[src/rtl/jtag_pkg.sv]
// jtag_pkg: shared types and constants for the JTAG master.
//   op_e     - command op-codes (reserved code behaves as TAP reset)
//   state_e  - master FSM states
//   TMS_*    - TMS patterns; bit i is the TMS value driven for TCK i
//   hdr_tms / hdr_len - header pattern and header length for an op
package jtag_pkg;

  typedef enum logic [1:0] {
    OP_DR  = 2'd0,
    OP_IR  = 2'd1,
    OP_RST = 2'd2,
    OP_RSV = 2'd3
  } op_e;

  typedef enum logic [2:0] {
    ST_BOOT  = 3'd0,
    ST_IDLE  = 3'd1,
    ST_HDR   = 3'd2,
    ST_SHIFT = 3'd3,
    ST_TRL   = 3'd4,
    ST_RESP  = 3'd5
  } state_e;

  // Five TMS=1 clocks reach Test-Logic-Reset from any state, the sixth
  // (TMS=0) parks the TAP in Run-Test/Idle.
  localparam logic [5:0] TMS_HDR_RST = 6'b011111;
  // Idle -> Select-DR -> Capture-DR -> Shift-DR
  localparam logic [5:0] TMS_HDR_DR  = 6'b000001;
  // Idle -> Select-DR -> Select-IR -> Capture-IR -> Shift-IR
  localparam logic [5:0] TMS_HDR_IR  = 6'b000011;
  // Exit1 -> Update -> Idle
  localparam logic [1:0] TMS_TRL     = 2'b01;

  function automatic logic [5:0] hdr_tms(input op_e op);
    case (op)
      OP_DR:   return TMS_HDR_DR;
      OP_IR:   return TMS_HDR_IR;
      default: return TMS_HDR_RST;
    endcase
  endfunction

  function automatic logic [2:0] hdr_len(input op_e op);
    case (op)
      OP_DR:   return 3'd3;
      OP_IR:   return 3'd4;
      default: return 3'd6;
    endcase
  endfunction

endpackage

[src/rtl/jtag_tck_gen.sv]
// jtag_tck_gen: TCK divider.
//   clk, rst_n - system clock, async active-low reset
//   en         - run TCK; while low TCK is held low and the divider cleared
//   tck        - test clock, low for CLK_DIV cycles then high for CLK_DIV
//   tck_rise   - high in the clk cycle whose closing edge raises tck
//   tck_fall   - high in the clk cycle whose closing edge lowers tck
// Enabling always starts with a full low phase.
module jtag_tck_gen #(
  parameter int CLK_DIV = 2
) (
  input  logic clk,
  input  logic rst_n,
  input  logic en,
  output logic tck,
  output logic tck_rise,
  output logic tck_fall
);

  localparam int CW = (CLK_DIV > 1) ? $clog2(CLK_DIV) : 1;

  logic [CW-1:0] cnt;
  logic          wrap;

  assign wrap     = en && (cnt == CW'(CLK_DIV - 1));
  assign tck_rise = wrap && !tck;
  assign tck_fall = wrap && tck;

  always_ff @(posedge clk or negedge rst_n) begin
    if (!rst_n) begin
      cnt <= '0;
      tck <= 1'b0;
    end else if (!en) begin
      cnt <= '0;
      tck <= 1'b0;
    end else if (wrap) begin
      cnt <= '0;
      tck <= ~tck;
    end else begin
      cnt <= cnt + CW'(1);
    end
  end

endmodule

[src/rtl/jtag_master.sv]
// jtag_master: command-driven JTAG shift engine.
//   ACLK, ARESETN         - clock, async active-low reset
//   cmd_valid/cmd_ready   - command handshake; cmd_op, cmd_len, cmd_data
//   rsp_valid/rsp_ready   - response handshake; rsp_data = captured TDO
//   TCK, TMS, TDI, TDO    - JTAG pins
//   dbg_state             - current FSM state
// Handshakes: a transfer happens on the rising ACLK edge where valid and
// ready are both high; valid, once raised by the producer, is held with
// stable payload until that edge. cmd_ready is high only in IDLE and
// rsp_valid only in RESP, so at most one operation is ever in flight.
// Every operation (boot included) is a TMS bit sequence: a header loaded
// into tms_sh, optionally cmd_len shift bits, optionally a 2-bit trailer.
// TMS/TDI advance on tck_fall so they change only as a low phase starts.
module jtag_master
  import jtag_pkg::*;
#(
  parameter int DATA_W  = 32,
  parameter int LEN_W   = 6,
  parameter int CLK_DIV = 2
) (
  input  logic              ACLK,
  input  logic              ARESETN,
  input  logic              cmd_valid,
  output logic              cmd_ready,
  input  logic [1:0]        cmd_op,
  input  logic [LEN_W-1:0]  cmd_len,
  input  logic [DATA_W-1:0] cmd_data,
  output logic              rsp_valid,
  input  logic              rsp_ready,
  output logic [DATA_W-1:0] rsp_data,
  output logic              TCK,
  output logic              TMS,
  output logic              TDI,
  input  logic              TDO,
  output state_e            dbg_state
);

  // Counter wide enough for both the shift length and the 6-bit headers.
  localparam int BC_W = (LEN_W > 3) ? LEN_W : 3;

  state_e            state;
  op_e               seq;      // sequence kind; OP_RST never enters SHIFT
  logic [BC_W-1:0]   bit_cnt;
  logic [BC_W-1:0]   len_q;
  logic [5:0]        tms_sh;
  logic [DATA_W-1:0] sh_q;
  logic [DATA_W-1:0] sh_next;
  logic [DATA_W-1:0] mask_q;   // one-hot: rsp_data bit for the current TCK
  logic              tck_run;
  logic              tck_rise;
  logic              tck_fall;

  logic [BC_W-1:0]   len_in;
  logic [BC_W-1:0]   len_eff;
  op_e               op_in;
  logic [5:0]        hdr_pat;
  logic [BC_W-1:0]   hdr_last;

  assign dbg_state = state;
  assign sh_next   = sh_q >> 1;
  assign tck_run   = (state == ST_BOOT) || (state == ST_HDR) ||
                     (state == ST_SHIFT) || (state == ST_TRL);

  assign len_in  = BC_W'(cmd_len);
  assign len_eff = (len_in > BC_W'(DATA_W)) ? BC_W'(DATA_W) : len_in;

  // Zero-length shifts and the reserved code degrade to a TAP reset.
  always_comb begin
    op_in = OP_RST;
    if ((cmd_op == OP_DR) && (cmd_len != '0)) op_in = OP_DR;
    else if ((cmd_op == OP_IR) && (cmd_len != '0)) op_in = OP_IR;
  end

  assign hdr_pat  = hdr_tms(op_in);
  assign hdr_last = BC_W'(hdr_len(seq)) - BC_W'(1);

  jtag_tck_gen #(.CLK_DIV(CLK_DIV)) u_tck_gen (
    .clk      (ACLK),
    .rst_n    (ARESETN),
    .en       (tck_run),
    .tck      (TCK),
    .tck_rise (tck_rise),
    .tck_fall (tck_fall)
  );

  always_ff @(posedge ACLK or negedge ARESETN) begin
    if (!ARESETN) begin
      state     <= ST_BOOT;
      seq       <= OP_RST;
      bit_cnt   <= '0;
      len_q     <= '0;
      tms_sh    <= TMS_HDR_RST;
      sh_q      <= '0;
      mask_q    <= '0;
      rsp_data  <= '0;
      TMS       <= 1'b1;
      TDI       <= 1'b0;
      cmd_ready <= 1'b0;
      rsp_valid <= 1'b0;
    end else begin
      case (state)
        ST_BOOT, ST_HDR: begin
          if (tck_fall) begin
            if (bit_cnt == hdr_last) begin
              bit_cnt <= '0;
              if (state == ST_BOOT) begin
                state     <= ST_IDLE;
                cmd_ready <= 1'b1;
              end else if (seq == OP_RST) begin
                state     <= ST_RESP;
                rsp_valid <= 1'b1;
              end else begin
                state <= ST_SHIFT;
                TMS   <= (len_q == BC_W'(1));
                TDI   <= sh_q[0];
              end
            end else begin
              bit_cnt <= bit_cnt + BC_W'(1);
              tms_sh  <= tms_sh >> 1;
              TMS     <= tms_sh[1];
            end
          end
        end

        ST_IDLE: begin
          if (cmd_valid && cmd_ready) begin
            state     <= ST_HDR;
            cmd_ready <= 1'b0;
            seq       <= op_in;
            len_q     <= len_eff;
            sh_q      <= cmd_data;
            mask_q    <= DATA_W'(1);
            rsp_data  <= '0;
            bit_cnt   <= '0;
            tms_sh    <= hdr_pat;
            TMS       <= hdr_pat[0];
          end
        end

        ST_SHIFT: begin
          if (tck_rise) begin
            if (TDO) rsp_data <= rsp_data | mask_q;
          end else if (tck_fall) begin
            if (bit_cnt == len_q - BC_W'(1)) begin
              state   <= ST_TRL;
              bit_cnt <= '0;
              tms_sh  <= {4'b0000, TMS_TRL};
              TMS     <= TMS_TRL[0];
              TDI     <= 1'b0;
            end else begin
              bit_cnt <= bit_cnt + BC_W'(1);
              sh_q    <= sh_next;
              mask_q  <= mask_q << 1;
              TDI     <= sh_next[0];
              // TMS=1 only on the final shift bit (moves to Exit1).
              TMS     <= ((bit_cnt + BC_W'(1)) == (len_q - BC_W'(1)));
            end
          end
        end

        ST_TRL: begin
          if (tck_fall) begin
            if (bit_cnt == BC_W'(1)) begin
              state     <= ST_RESP;
              bit_cnt   <= '0;
              rsp_valid <= 1'b1;
            end else begin
              bit_cnt <= bit_cnt + BC_W'(1);
              tms_sh  <= tms_sh >> 1;
              TMS     <= tms_sh[1];
            end
          end
        end

        ST_RESP: begin
          if (rsp_ready) begin
            state     <= ST_IDLE;
            rsp_valid <= 1'b0;
            cmd_ready <= 1'b1;
          end
        end

        default: begin
          state     <= ST_BOOT;
          seq       <= OP_RST;
          bit_cnt   <= '0;
          tms_sh    <= TMS_HDR_RST;
          TMS       <= 1'b1;
          TDI       <= 1'b0;
          cmd_ready <= 1'b0;
          rsp_valid <= 1'b0;
        end
      endcase
    end
  end

endmodule

[config.mk]
export PLATFORM = sky130hd
export DESIGN_NAME = jtag_master
export DESIGN_NICKNAME = d
export VERILOG_FILES = /design/src/rtl/jtag_pkg.sv /design/src/rtl/jtag_tck_gen.sv /design/src/rtl/jtag_master.sv
export SDC_FILE = /design/constraint.sdc
export NUM_CORES = 1
export LEC_CHECK = 0
export CAP_MARGIN = 5
export CELL_PAD_IN_SITES_DETAIL_PLACEMENT = 1
export CELL_PAD_IN_SITES_GLOBAL_PLACEMENT = 2
export CORE_ASPECT_RATIO = 0.5
export CORE_MARGIN = 1
export CORE_UTILIZATION = 35
export CTS_CLUSTER_SIZE = 10
export DETAILED_ROUTE_END_ITERATION = 8
export GPL_TIMING_DRIVEN = 0
export PLACE_DENSITY = 0.83
export SETUP_SLACK_MARGIN = 0.15
export SLEW_MARGIN = 5
export SYNTH_ARGS = -nofsm -noshare
export SYNTH_HDL_FRONTEND = slang
export SYNTH_HIERARCHICAL = 1
export SYNTH_SLANG_ARGS = --single-unit
export TNS_END_PERCENT = 30
[constraint.sdc]
create_clock -name ACLK -period 3.6 [get_ports ACLK]
set_input_delay 0.54 -clock ACLK [delete_from_list [all_inputs] [get_ports ACLK]]
set_output_delay 0.54 -clock ACLK [all_outputs]
set_load 0.02 [all_outputs]
==> run_summary.xml, run 1 <==
<?xml version="1.0" encoding="UTF-8"?>
<metrics>
  <group name="synthesis">
    <metric name="synthesis.nets" unit="">686</metric>
    <metric name="synthMostInstantiatedCell" unit="">nand2_1</metric>
    <metric name="synthArstFlopShare" unit="%">100</metric>
    <metric name="syn-instance-count" unit="">635</metric>
    <metric name="synth_warnings" unit="">6</metric>
    <metric name="synthesis.area" unit="um2">6170</metric>
    <metric name="postSynth.topFlopCell" unit="">dfrtp_1</metric>
    <metric name="synthDominantAreaCellType" unit="">dfrtp_1</metric>
    <metric name="synth_cell_type_count" unit="">55</metric>
    <metric name="netlist_top_cells_count" unit="">nand2_1 (139), dfrtp_1 (117), nor2_1 (50)</metric>
    <metric name="syn_area_per_cell" unit="um2">9.72</metric>
    <metric name="ys_seq_elements" unit="">123</metric>
    <metric name="synthDominantCellAreaShare" unit="%">47.5</metric>
    <metric name="synth-seq-area-share" unit="%">50.0</metric>
    <metric name="synthTopCellsByArea" unit="">dfrtp_1 (47%), nand2_1 (8.5%), mux2_4 (6.6%), mux2i_1 (5.8%), a21oi_1 (3.7%)</metric>
    <metric name="count_of_flip_flops_with_a_built_in_enable_after_synthesis" unit="">0</metric>
  </group>
  <group name="critical_path">
    <metric name="critical_path_start_type" unit="">register</metric>
    <metric name="timing.critical_path.buf_inv" unit="">1</metric>
    <metric name="critical_path_class" unit="">register to register</metric>
    <metric name="max_incr_delay_on_cp" unit="ns">0.44</metric>
    <metric name="cp_cell_sequence" unit="">clkbuf_1 &gt; nand2_1 &gt; a21boi_1 &gt; and3_2 &gt; nor2b_1 &gt; o21a_1 &gt; nor3_4 &gt; a21oi_1 &gt; o211ai_1 &gt; mux2_2</metric>
    <metric name="worstPathRequired" unit="ns">3.94</metric>
    <metric name="setup.worst_path.end_class" unit="">register</metric>
    <metric name="worst-endpoint-arrival" unit="ns">3.50</metric>
    <metric name="critical_path.max_fanout" unit="">10</metric>
    <metric name="worst_path_max_delay_cell" unit="">dfrtp_1</metric>
    <metric name="cpLargestDelayFamily" unit="">compound AO/OA/AOI/OAI gates</metric>
  </group>
  <group name="routing">
    <metric name="drt-pass1-iter-count" unit="">4</metric>
    <metric name="route.final.wire_length" unit="um">15900</metric>
    <metric name="drt_iter0_drc" unit="">195</metric>
    <metric name="routed-via-count" unit="">4849</metric>
    <metric name="post_drt_via_cell_ratio" unit="">4.95</metric>
    <metric name="drt-wirelength-per-cell" unit="um">16.3</metric>
    <metric name="ant_nets" unit="">0</metric>
    <metric name="drt_drc_violations_left" unit="">0</metric>
  </group>
  <group name="placed_design">
    <metric name="routabilityCongestion" unit="">0.838</metric>
    <metric name="pre_cts_slack" unit="ns">-0.151</metric>
    <metric name="total_placed_cells_including_tap_cells" unit="">947</metric>
    <metric name="port_buffers" unit="">84</metric>
    <metric name="dp_hpwl" unit="um">11200</metric>
  </group>
  <group name="layout">
    <metric name="final_net_count" unit="">790</metric>
    <metric name="antenna-diode-count" unit="">0</metric>
    <metric name="drive_gt1_share" unit="%">12.2</metric>
    <metric name="n_fill_cell" unit="">1903</metric>
    <metric name="finish.cell_count_without_fillers" unit="">979</metric>
    <metric name="layout-area-overhead-vs-synth" unit="%">29.2</metric>
  </group>
  <group name="timing">
    <metric name="hold_violations" unit="">0</metric>
    <metric name="finalHoldWorstSlack" unit="ns">0.0406</metric>
    <metric name="layout_min_cycle_time" unit="ns">3.16</metric>
    <metric name="final-setup-viol-count" unit="">0</metric>
    <metric name="maxSlewViolCount" unit="">0</metric>
    <metric name="layout_worst_path_cycle_share" unit="%">87.7</metric>
    <metric name="max_freq" unit="GHz">0.317</metric>
    <metric name="skew" unit="ns">0.0182</metric>
    <metric name="timing.slew.headroom" unit="%">58.7</metric>
    <metric name="grt_setup_unrepaired" unit="">no</metric>
    <metric name="final_critical_path_setup_slack" unit="ns">0.442</metric>
    <metric name="worstMarginPinSlew" unit="ns">0.620</metric>
  </group>
  <group name="cts">
    <metric name="worst_case_clock_buffer_depth" unit="">2</metric>
    <metric name="htreeDepth" unit="">4</metric>
    <metric name="postCtsSetupRepairBufs" unit="">0</metric>
    <metric name="sink_count_of_the_clock_tree" unit="">123</metric>
    <metric name="cts_tree" unit="">built</metric>
    <metric name="insertion_delay" unit="ns">0.42</metric>
    <metric name="clkSlewWorstSetupHoldPaths" unit="ns">0.07</metric>
    <metric name="cts_root_buf" unit="">clkbuf_16</metric>
    <metric name="cts_made_buffers" unit="">17</metric>
    <metric name="cts_hold_buffers" unit="">0</metric>
  </group>
  <group name="pwr">
    <metric name="power_density" unit="nW/um2">799</metric>
    <metric name="power.leakage" unit="nW">3.77</metric>
    <metric name="share_comb_of_total_power" unit="%">37.3</metric>
    <metric name="p_seq_share" unit="%">33.4</metric>
    <metric name="p_clk_share" unit="%">29.4</metric>
    <metric name="peakVddDrop" unit="uV">355</metric>
    <metric name="p_int" unit="mW">4.14</metric>
    <metric name="switching_power" unit="mW">2.23</metric>
    <metric name="overall_power_consumption" unit="mW">6.37</metric>
    <metric name="switching_share" unit="%">35.0</metric>
  </group>
  <group name="floorplan">
    <metric name="design.die.area" unit="um2">18200</metric>
    <metric name="starting_density_of_the_core" unit="%">36.7</metric>
    <metric name="floorplan.rows" unit="">33</metric>
    <metric name="fp.dieH" unit="um">95.9</metric>
    <metric name="coreArea" unit="um2">16800</metric>
    <metric name="die_w" unit="um">190</metric>
    <metric name="pin_count" unit="">85</metric>
  </group>
  <group name="grt">
    <metric name="grt_start_max_net_pins" unit="">78</metric>
    <metric name="grt_antenna_before_repair" unit="">0</metric>
    <metric name="use_met1" unit="%">24.8</metric>
    <metric name="gr-usage-all-layers" unit="%">18.6</metric>
    <metric name="grt_most_used_layer" unit="">met2</metric>
    <metric name="globalRouteMet2Util" unit="%">30.0</metric>
    <metric name="global_route_wire_length_before_repair" unit="um">26200</metric>
    <metric name="gr-total-overflow" unit="">0</metric>
    <metric name="groute.layer.met3.usage" unit="%">4.30</metric>
    <metric name="first_global_vias" unit="">5026</metric>
  </group>
  <group name="run_status">
    <metric name="outcome" unit="">complete, no violations</metric>
  </group>
  <group name="worst_hold_path">
    <metric name="hold_class" unit="">input port to async pin</metric>
  </group>
  <group name="run">
    <metric name="drv.max_cap_violation_count" unit="">0</metric>
  </group>
</metrics>
==> cell families (layout without fill, tap and decap cells) <==
logic type      after synthesis  count (layout)  synth area share, %
simple gates                243             243                 17.6
compound gates               97              97                 9.45
flops                       123             123                 50.0
buf+inv                      79             196                 5.37
fa+ha+maj                     6               6                 1.22
mux                          71              71                 13.9
xor+xnor                     16              16                 2.49
==> cells in the final DEF, fill, tap and decap left out, types with 4 or more instances in the layout <==
master and n:
o21ai_0 20, nor2_1 50, nor2b_1 5, buf_2 4, mux2_2 8, buf_1 5, nor3b_1 4, nand3_1 7
mux2i_1 36, dfstp_2 6, inv_1 45, xor2_1 6, a21oi_1 45, xnor2_1 9, o21a_1 4, buf_6 5
ha_1 6, nand2b_1 7, dfrtp_1 117, o211ai_1 5, mux2_4 27, inv_6 8, clkdlybuf4s50_1 83, and3_1 4
nand2_1 139, clkbuf_1 22, nand3b_1 7, clkbuf_16 17, bufinv_16 4
==> worst paths after layout <==
check / start / end / slack, ns / cells past startpoint
worst max-delay path: dbg_state[2] / tms_sh[4] / 0.44 / 10
worst min-delay path: ARESETN / rsp_valid / 0.04 / 1
worst max register to register: dbg_state[2] / tms_sh[4] / 0.44 / 10
worst min register to register: tms_sh[2] / tms_sh[2] / 0.47 / 2
max in group asynchronous: ARESETN / seq[1] / 2.78 / 2
min in group ACLK: tms_sh[2] / tms_sh[2] / 0.47 / 2
==> registers in the layout, indices dropped and copies added, names as in the netlist <==
register	flops
rsp_data	32
cmd_ready	1
TMS	1
TDI	1
u_tck_gen/cnt	1
dbg_state	3
seq	2
len_q	6
bit_cnt	6
mask_q	32
tms_sh	4
u_tck_gen/tck	1
sh_q	32
rsp_valid	1
==> power groups by stage <==
stage | logic (mW) | registers (mW) | clock network (mW)
5_1_grt | 2.61 | 2.19 | 1.97
4_1_cts | 2.39 | 2.13 | 1.92
6_report | 2.37 | 2.13 | 1.87
2_1_floorplan | 1.61 | 2.17 | 0
3_5_place_dp | 2.37 | 2.14 | 0
3_3_place_gp | 2.30 | 2.13 | 0
==> area by class of cell <==
class                   instances  area, um2  share of cell area (%)
clock inverters                14        203                    2.54
inverters                      45        169                    2.12
plain buffers                  34        163                    2.04
multi-input cells             433       2770                    34.7
well taps                     227        284                    3.56
flip-flops and latches        123       3090                    38.7
clock buffers                  18        429                    5.38
repair buffers                 85        870                    10.9
==> through the flow <==
stage / TNS, ns / instance area, um2 / utilization (%)
floorplan: 0 / 6170 / -
global placement: -364.30 / 7290 / 43.4
detailed placement: -0.304 / 7320 / 43.6
CTS: 0 / 7960 / 47.4
global route: 0 / 7970 / 47.4
finish: 0 / 7970 / 47.4
==> timing repair <==
| action | 4_1_cts | 5_1_grt |
|---|---|---|
| gates cloned | 0 | 0 |
| setup endpoints to repair | 4 | 64 |
| resized for setup | 1 | 3 |
==> routing by layer <==
layer | share of wire (%) | wire [um]
met5 | 0 | 0
met4 | 1.2 | 199
met3 | 3.7 | 590
met2 | 46 | 7390
met1 | 49 | 7740
(Power assumes the default switching activity.)
==> run 2, diff against run 1 <==
--- a/config.mk
+++ b/config.mk
@@ -9,8 +9,8 @@
 export CELL_PAD_IN_SITES_DETAIL_PLACEMENT = 1
 export CELL_PAD_IN_SITES_GLOBAL_PLACEMENT = 2
 export CORE_ASPECT_RATIO = 0.5
-export CORE_MARGIN = 1
 export CORE_UTILIZATION = 35
+export CTS_BUF_LIST = sky130_fd_sc_hd__clkbuf_8 sky130_fd_sc_hd__clkbuf_16
 export CTS_CLUSTER_SIZE = 10
 export DETAILED_ROUTE_END_ITERATION = 8
 export GPL_TIMING_DRIVEN = 0
==> run_summary.xml, run 2 (synthesis results as in run 1) <==
<?xml version="1.0" encoding="UTF-8"?>
<metrics>
  <group name="run_status">
    <metric name="outcome" unit="">complete, no violations</metric>
  </group>
  <group name="pwr">
    <metric name="peakVddDrop" unit="uV">355</metric>
    <metric name="power_density" unit="nW/um2">799</metric>
    <metric name="power.leakage" unit="nW">3.77</metric>
  </group>
  <group name="critical_path">
    <metric name="setup.worst_path.end_class" unit="">register</metric>
    <metric name="worst-endpoint-arrival" unit="ns">3.50</metric>
    <metric name="critical_path_start_type" unit="">register</metric>
    <metric name="timing.reg2reg.setup_slack" unit="ns">0.44</metric>
    <metric name="critical_path_class" unit="">register to register</metric>
    <metric name="critical_path.max_fanout" unit="">10</metric>
    <metric name="worstPathRequired" unit="ns">3.94</metric>
  </group>
  <group name="layout">
    <metric name="final_net_count" unit="">790</metric>
    <metric name="layout-area-overhead-vs-synth" unit="%">29.2</metric>
    <metric name="final_common_cell" unit="">nand2_1</metric>
    <metric name="drive_gt1_share" unit="%">12.2</metric>
    <metric name="final_core_utilization" unit="%">47.4</metric>
    <metric name="layout_common_cells" unit="">nand2_1 (139), dfrtp_1 (117), clkdlybuf4s50_1 (83), nor2_1 (50), inv_1 (46)</metric>
    <metric name="multi_input_comb_area" unit="um2">2770</metric>
    <metric name="antenna-diode-count" unit="">0</metric>
    <metric name="final_area" unit="um2">7970</metric>
    <metric name="n_fill_cell" unit="">1903</metric>
    <metric name="largestRegisters" unit="">mask_q x32, rsp_data x32, sh_q x32</metric>
    <metric name="sequential_cell_area" unit="um2">3090</metric>
  </group>
  <group name="floorplan">
    <metric name="die_w" unit="um">190</metric>
    <metric name="fp.dieH" unit="um">95.9</metric>
    <metric name="pin_count" unit="">85</metric>
    <metric name="coreArea" unit="um2">16800</metric>
    <metric name="design.die.area" unit="um2">18200</metric>
    <metric name="starting_density_of_the_core" unit="%">36.7</metric>
    <metric name="floorplan.rows" unit="">33</metric>
  </group>
  <group name="cts">
    <metric name="cts_root_buf" unit="">clkbuf_16</metric>
    <metric name="worst_case_clock_buffer_depth" unit="">2</metric>
    <metric name="postCtsSetupRepairBufs" unit="">0</metric>
    <metric name="htreeDepth" unit="">4</metric>
    <metric name="insertion_delay" unit="ns">0.42</metric>
    <metric name="cts_tree" unit="">built</metric>
    <metric name="clkSlewWorstSetupHoldPaths" unit="ns">0.07</metric>
    <metric name="sink_count_of_the_clock_tree" unit="">123</metric>
    <metric name="cts_made_buffers" unit="">17</metric>
  </group>
  <group name="routing">
    <metric name="drt_iter0_drc" unit="">195</metric>
    <metric name="routed-via-count" unit="">4847</metric>
    <metric name="ant_nets" unit="">0</metric>
    <metric name="drt-pass1-iter-count" unit="">4</metric>
    <metric name="route.final.wire_length" unit="um">15900</metric>
    <metric name="post_drt_via_cell_ratio" unit="">4.95</metric>
    <metric name="drt_drc_violations_left" unit="">0</metric>
    <metric name="drt-wirelength-per-cell" unit="um">16.3</metric>
  </group>
  <group name="timing">
    <metric name="grt_setup_unrepaired" unit="">no</metric>
    <metric name="timing.slew.headroom" unit="%">58.5</metric>
    <metric name="final-setup-viol-count" unit="">0</metric>
    <metric name="tns" unit="ns">0</metric>
    <metric name="worstMarginPinSlew" unit="ns">0.622</metric>
    <metric name="layout_worst_path_cycle_share" unit="%">87.7</metric>
    <metric name="layout_min_cycle_time" unit="ns">3.16</metric>
    <metric name="finalHoldWorstSlack" unit="ns">0.0408</metric>
    <metric name="skew" unit="ns">0.0177</metric>
    <metric name="max_freq" unit="GHz">0.317</metric>
    <metric name="maxSlewViolCount" unit="">0</metric>
    <metric name="hold_violations" unit="">0</metric>
  </group>
  <group name="worst_hold_path">
    <metric name="hold_class" unit="">input port to async pin</metric>
  </group>
  <group name="grt">
    <metric name="gr-usage-all-layers" unit="%">18.6</metric>
    <metric name="global_route_wire_length_before_repair" unit="um">26200</metric>
    <metric name="first_global_vias" unit="">5026</metric>
    <metric name="gr-total-overflow" unit="">0</metric>
    <metric name="grt_antenna_before_repair" unit="">0</metric>
    <metric name="grt_start_max_net_pins" unit="">78</metric>
  </group>
  <group name="placed_design">
    <metric name="routabilityCongestion" unit="">0.838</metric>
    <metric name="port_buffers" unit="">84</metric>
    <metric name="dp_hpwl" unit="um">11200</metric>
    <metric name="placed_area" unit="um2">7320</metric>
  </group>
  <group name="run">
    <metric name="drv.max_cap_violation_count" unit="">0</metric>
  </group>
</metrics>
==> run 2: changes by cell type in the layout (fill, tap and decap cells not counted) <==
cell      before  now
clkbuf_1      22   21
inv_1         45   46
==> run 2: worst paths after layout <==
path / cells past startpoint / start / endpoint
setup reg to reg: 10 / dbg_state[2] / tms_sh[4]
hold reg to reg: 2 / tms_sh[2] / tms_sh[2]
hold / removal: 1 / ARESETN / rsp_valid
min in group ACLK: 2 / tms_sh[2] / tms_sh[2]
setup / recovery: 10 / dbg_state[2] / tms_sh[4]
max in group asynchronous: 2 / ARESETN / seq[1]
==> run 2: metal layers <==
metal / wire length [um] / share of wire, % / GRT usage (%) / vias to the layer above
met4: 199 / 1.3 / 6.12 / 0
met5: 0 / 0 / 0 / -
met2: 7390 / 46 / 30.0 / 72
met1: 7720 / 48 / 24.8 / 2435
met3: 609 / 3.8 / 4.30 / 18
li1: - / - / - / 2322
==> run 2: power by group <==
group / total, mW / internal, mW / switching (mW)
clock network: 1.87 / 1.17 / 0.697
registers: 2.13 / 1.81 / 0.315
logic: 2.37 / 1.16 / 1.22
==> run 2: final cells by class <==
| cell class | instances | share of cell area (%) |
|---|---|---|
| Clock inverter | 15 | 2.59 |
| Inverter | 45 | 2.12 |
| Buffer | 34 | 2.04 |
| Timing Repair Buffer | 85 | 10.9 |
| Clock buffer | 17 | 5.34 |
| Sequential cell | 123 | 38.7 |
| Multi-Input combinational cell | 433 | 34.7 |
| Tap cell | 227 | 3.56 |
==> run 2: timing repair <==
action                                  in CTS  in global routing
gates resized for setup                      1                  3
hold buffers                                 0                  0
endpoints found under the setup margin       4                 64
==> run 2: through the flow <==
| stage | instances | worst slack, ns | power, mW |
|---|---|---|---|
| after floorplan | 635 | 0.785 | 3.77 |
| after detailed placement | 947 | -0.151 | 4.51 |
| after global routing | 979 | 0.198 | 6.76 |
| after CTS | 979 | 0.159 | 6.44 |
| after global placement | 946 | -3.05 | 4.43 |
| final | 979 | 0.442 | 6.37 |
==> run 2: worst max-delay path, cell delays in order (launching register included) <==
cell      delay, ns
dfrtp_1        0.44
clkbuf_1       0.26
nand2_1        0.19
a21boi_1       0.42
and3_2         0.30
nor2b_1        0.29
o21a_1         0.20
nor3_4         0.08
a21oi_1        0.25
o211ai_1       0.29
mux2_2         0.35
==> run 3, diff against run 2 <==
--- a/config.mk
+++ b/config.mk
@@ -16,7 +16,7 @@
 export GPL_TIMING_DRIVEN = 0
 export PLACE_DENSITY = 0.83
 export SETUP_SLACK_MARGIN = 0.15
-export SLEW_MARGIN = 5
+export SLEW_MARGIN = 25
 export SYNTH_ARGS = -nofsm -noshare
 export SYNTH_HDL_FRONTEND = slang
 export SYNTH_HIERARCHICAL = 1
==> run_summary.xml, run 3 (synthesis results as in run 1) <==
<?xml version="1.0" encoding="UTF-8"?>
<metrics>
  <group name="grt">
    <metric name="gr-total-overflow" unit="">0</metric>
    <metric name="grt_antenna_before_repair" unit="">0</metric>
    <metric name="first_global_vias" unit="">4994</metric>
    <metric name="grt_start_max_net_pins" unit="">78</metric>
    <metric name="global_route_wire_length_before_repair" unit="um">26100</metric>
    <metric name="gr-usage-all-layers" unit="%">18.6</metric>
  </group>
  <group name="floorplan">
    <metric name="pin_count" unit="">85</metric>
    <metric name="fp.dieH" unit="um">95.9</metric>
    <metric name="coreArea" unit="um2">16800</metric>
    <metric name="design.die.area" unit="um2">18200</metric>
    <metric name="floorplan.rows" unit="">33</metric>
    <metric name="starting_density_of_the_core" unit="%">36.7</metric>
    <metric name="die_w" unit="um">190</metric>
  </group>
  <group name="critical_path">
    <metric name="setup.worst_path.end_class" unit="">register</metric>
    <metric name="worst_r2r_endpoint" unit="">mask_q[7]</metric>
    <metric name="timing.critical_path.buf_inv" unit="">3</metric>
    <metric name="worstPathRequired" unit="ns">3.92</metric>
    <metric name="cpLargestDelayFamily" unit="">compound AO/OA/AOI/OAI gates</metric>
    <metric name="rr_worst_depth" unit="">11</metric>
    <metric name="cp_num_cells" unit="">11</metric>
    <metric name="max_incr_delay_on_cp" unit="ns">0.44</metric>
    <metric name="timing.critical_path.mode_cell" unit="">nand2_1</metric>
    <metric name="cp_cell_sequence" unit="">clkbuf_1 &gt; nand2_1 &gt; a21boi_1 &gt; nand2_1 &gt; nor2_1 &gt; nor2b_1 &gt; a211oi_1 &gt; a211o_1 &gt; buf_6 &gt; buf_2 &gt; mux2i_1</metric>
    <metric name="critical_path_class" unit="">register to register</metric>
    <metric name="critical_path.max_fanout" unit="">11</metric>
    <metric name="timing.reg2reg.setup_slack" unit="ns">0.48</metric>
    <metric name="worst_path_max_delay_cell" unit="">dfrtp_1</metric>
    <metric name="launch_instance_of_the_worst_register_to_register_path" unit="">dbg_state[2]</metric>
    <metric name="critical_path_start_type" unit="">register</metric>
    <metric name="worst-endpoint-arrival" unit="ns">3.45</metric>
  </group>
  <group name="timing">
    <metric name="final-setup-viol-count" unit="">0</metric>
    <metric name="skew" unit="ns">0.0110</metric>
    <metric name="hold_violations" unit="">0</metric>
    <metric name="layout_worst_path_cycle_share" unit="%">86.7</metric>
    <metric name="grt_setup_unrepaired" unit="">no</metric>
    <metric name="maxSlewViolCount" unit="">0</metric>
    <metric name="worstMarginPinSlew" unit="ns">0.622</metric>
    <metric name="max_freq" unit="GHz">0.320</metric>
    <metric name="timing.slew.headroom" unit="%">58.5</metric>
    <metric name="layout_min_cycle_time" unit="ns">3.12</metric>
    <metric name="tns" unit="ns">0</metric>
    <metric name="finalHoldWorstSlack" unit="ns">0.00714</metric>
  </group>
  <group name="cts">
    <metric name="htreeDepth" unit="">4</metric>
    <metric name="sink_count_of_the_clock_tree" unit="">123</metric>
    <metric name="insertion_delay" unit="ns">0.42</metric>
    <metric name="worst_case_clock_buffer_depth" unit="">2</metric>
    <metric name="clkSlewWorstSetupHoldPaths" unit="ns">0.06</metric>
    <metric name="cts_hold_buffers" unit="">0</metric>
    <metric name="cts_made_buffers" unit="">17</metric>
    <metric name="postCtsSetupRepairBufs" unit="">0</metric>
    <metric name="cts_root_buf" unit="">clkbuf_16</metric>
    <metric name="cts_tree" unit="">built</metric>
  </group>
  <group name="placed_design">
    <metric name="routabilityCongestion" unit="">0.838</metric>
    <metric name="dp_hpwl" unit="um">11100</metric>
    <metric name="port_buffers" unit="">84</metric>
    <metric name="placed_area" unit="um2">7330</metric>
  </group>
  <group name="worst_hold_path">
    <metric name="hold_class" unit="">input port to async pin</metric>
  </group>
  <group name="routing">
    <metric name="route.final.wire_length" unit="um">15800</metric>
    <metric name="drt_drc_violations_left" unit="">0</metric>
    <metric name="ant_nets" unit="">0</metric>
    <metric name="post_drt_via_cell_ratio" unit="">4.89</metric>
    <metric name="drt-wirelength-per-cell" unit="um">16.1</metric>
    <metric name="drt-pass1-iter-count" unit="">4</metric>
    <metric name="routed-via-count" unit="">4789</metric>
    <metric name="drt_iter0_drc" unit="">211</metric>
  </group>
  <group name="run_status">
    <metric name="outcome" unit="">complete, no violations</metric>
  </group>
  <group name="layout">
    <metric name="layout-area-overhead-vs-synth" unit="%">29.3</metric>
    <metric name="drive_gt1_share" unit="%">12.2</metric>
    <metric name="n_fill_cell" unit="">1872</metric>
    <metric name="final_area" unit="um2">7980</metric>
    <metric name="final_common_cell" unit="">nand2_1</metric>
    <metric name="final_net_count" unit="">790</metric>
    <metric name="final_core_utilization" unit="%">47.5</metric>
    <metric name="layout_common_cells" unit="">nand2_1 (139), dfrtp_1 (117), clkdlybuf4s50_1 (83), nor2_1 (50), inv_1 (46)</metric>
    <metric name="largestRegisters" unit="">mask_q x32, rsp_data x32, sh_q x32</metric>
  </group>
  <group name="run">
    <metric name="drv.max_cap_violation_count" unit="">0</metric>
  </group>
  <group name="pwr">
    <metric name="power_density" unit="nW/um2">798</metric>
    <metric name="peakVddDrop" unit="uV">360</metric>
    <metric name="overall_power_consumption" unit="mW">6.37</metric>
    <metric name="power.leakage" unit="nW">3.77</metric>
  </group>
</metrics>
-- run 3: worst max-delay path by stage --
| stage | start | endpoint | slack (ns) |
|---|---|---|---|
| after floorplan | dbg_state[2] | tms_sh[1] | 0.78 |
| after global placement | ARESETN | rsp_data[16] | -3.05 |
| after detailed placement | dbg_state[2] | tms_sh[4] | -0.12 |
| after CTS | dbg_state[2] | tms_sh[4] | 0.18 |
| after global routing | dbg_state[1] | tms_sh[4] | 0.25 |
| final | dbg_state[2] | mask_q[7] | 0.48 |
-- run 3: area by class of cell --
class / instances / area [um2] / area share [%]
Multi-Input combinational cell: 433 / 2770 / 34.7
Inverter: 45 / 169 / 2.12
Tap cell: 227 / 284 / 3.56
Clock buffer: 17 / 425 / 5.33
Sequential cell: 123 / 3090 / 38.7
Timing Repair Buffer: 85 / 873 / 10.9
Buffer: 34 / 163 / 2.04
Clock inverter: 15 / 209 / 2.62
Antenna cell: 1 / 2.50 / 0.0314
-- run 3: report_power, final --
part | internal, mW | leakage (nW) | switching [mW]
logic | 1.16 | 1.86 | 1.22
registers | 1.81 | 1.60 | 0.316
clock network | 1.17 | 0.313 | 0.694
total | 4.14 | 3.77 | 2.23
-- run 3: routing by layer --
metal,global-route usage (%),part of all wire [%]
met5,0,0
met3,4.34,3.8
met4,5.98,1.0
met1,25.1,50
met2,29.7,45
-- run 3: stage by stage --
stage,worst slack (ns),cells
final,0.477,980
after global routing,0.245,979
after CTS,0.175,979
after detailed placement,-0.118,947
after global placement,-3.05,946
after floorplan,0.785,635
-- run 3: what timing repair did --
item                       4_1_cts  5_1_grt
resized for setup                1        3
setup endpoints to repair        4       55
pin swaps                        0        0
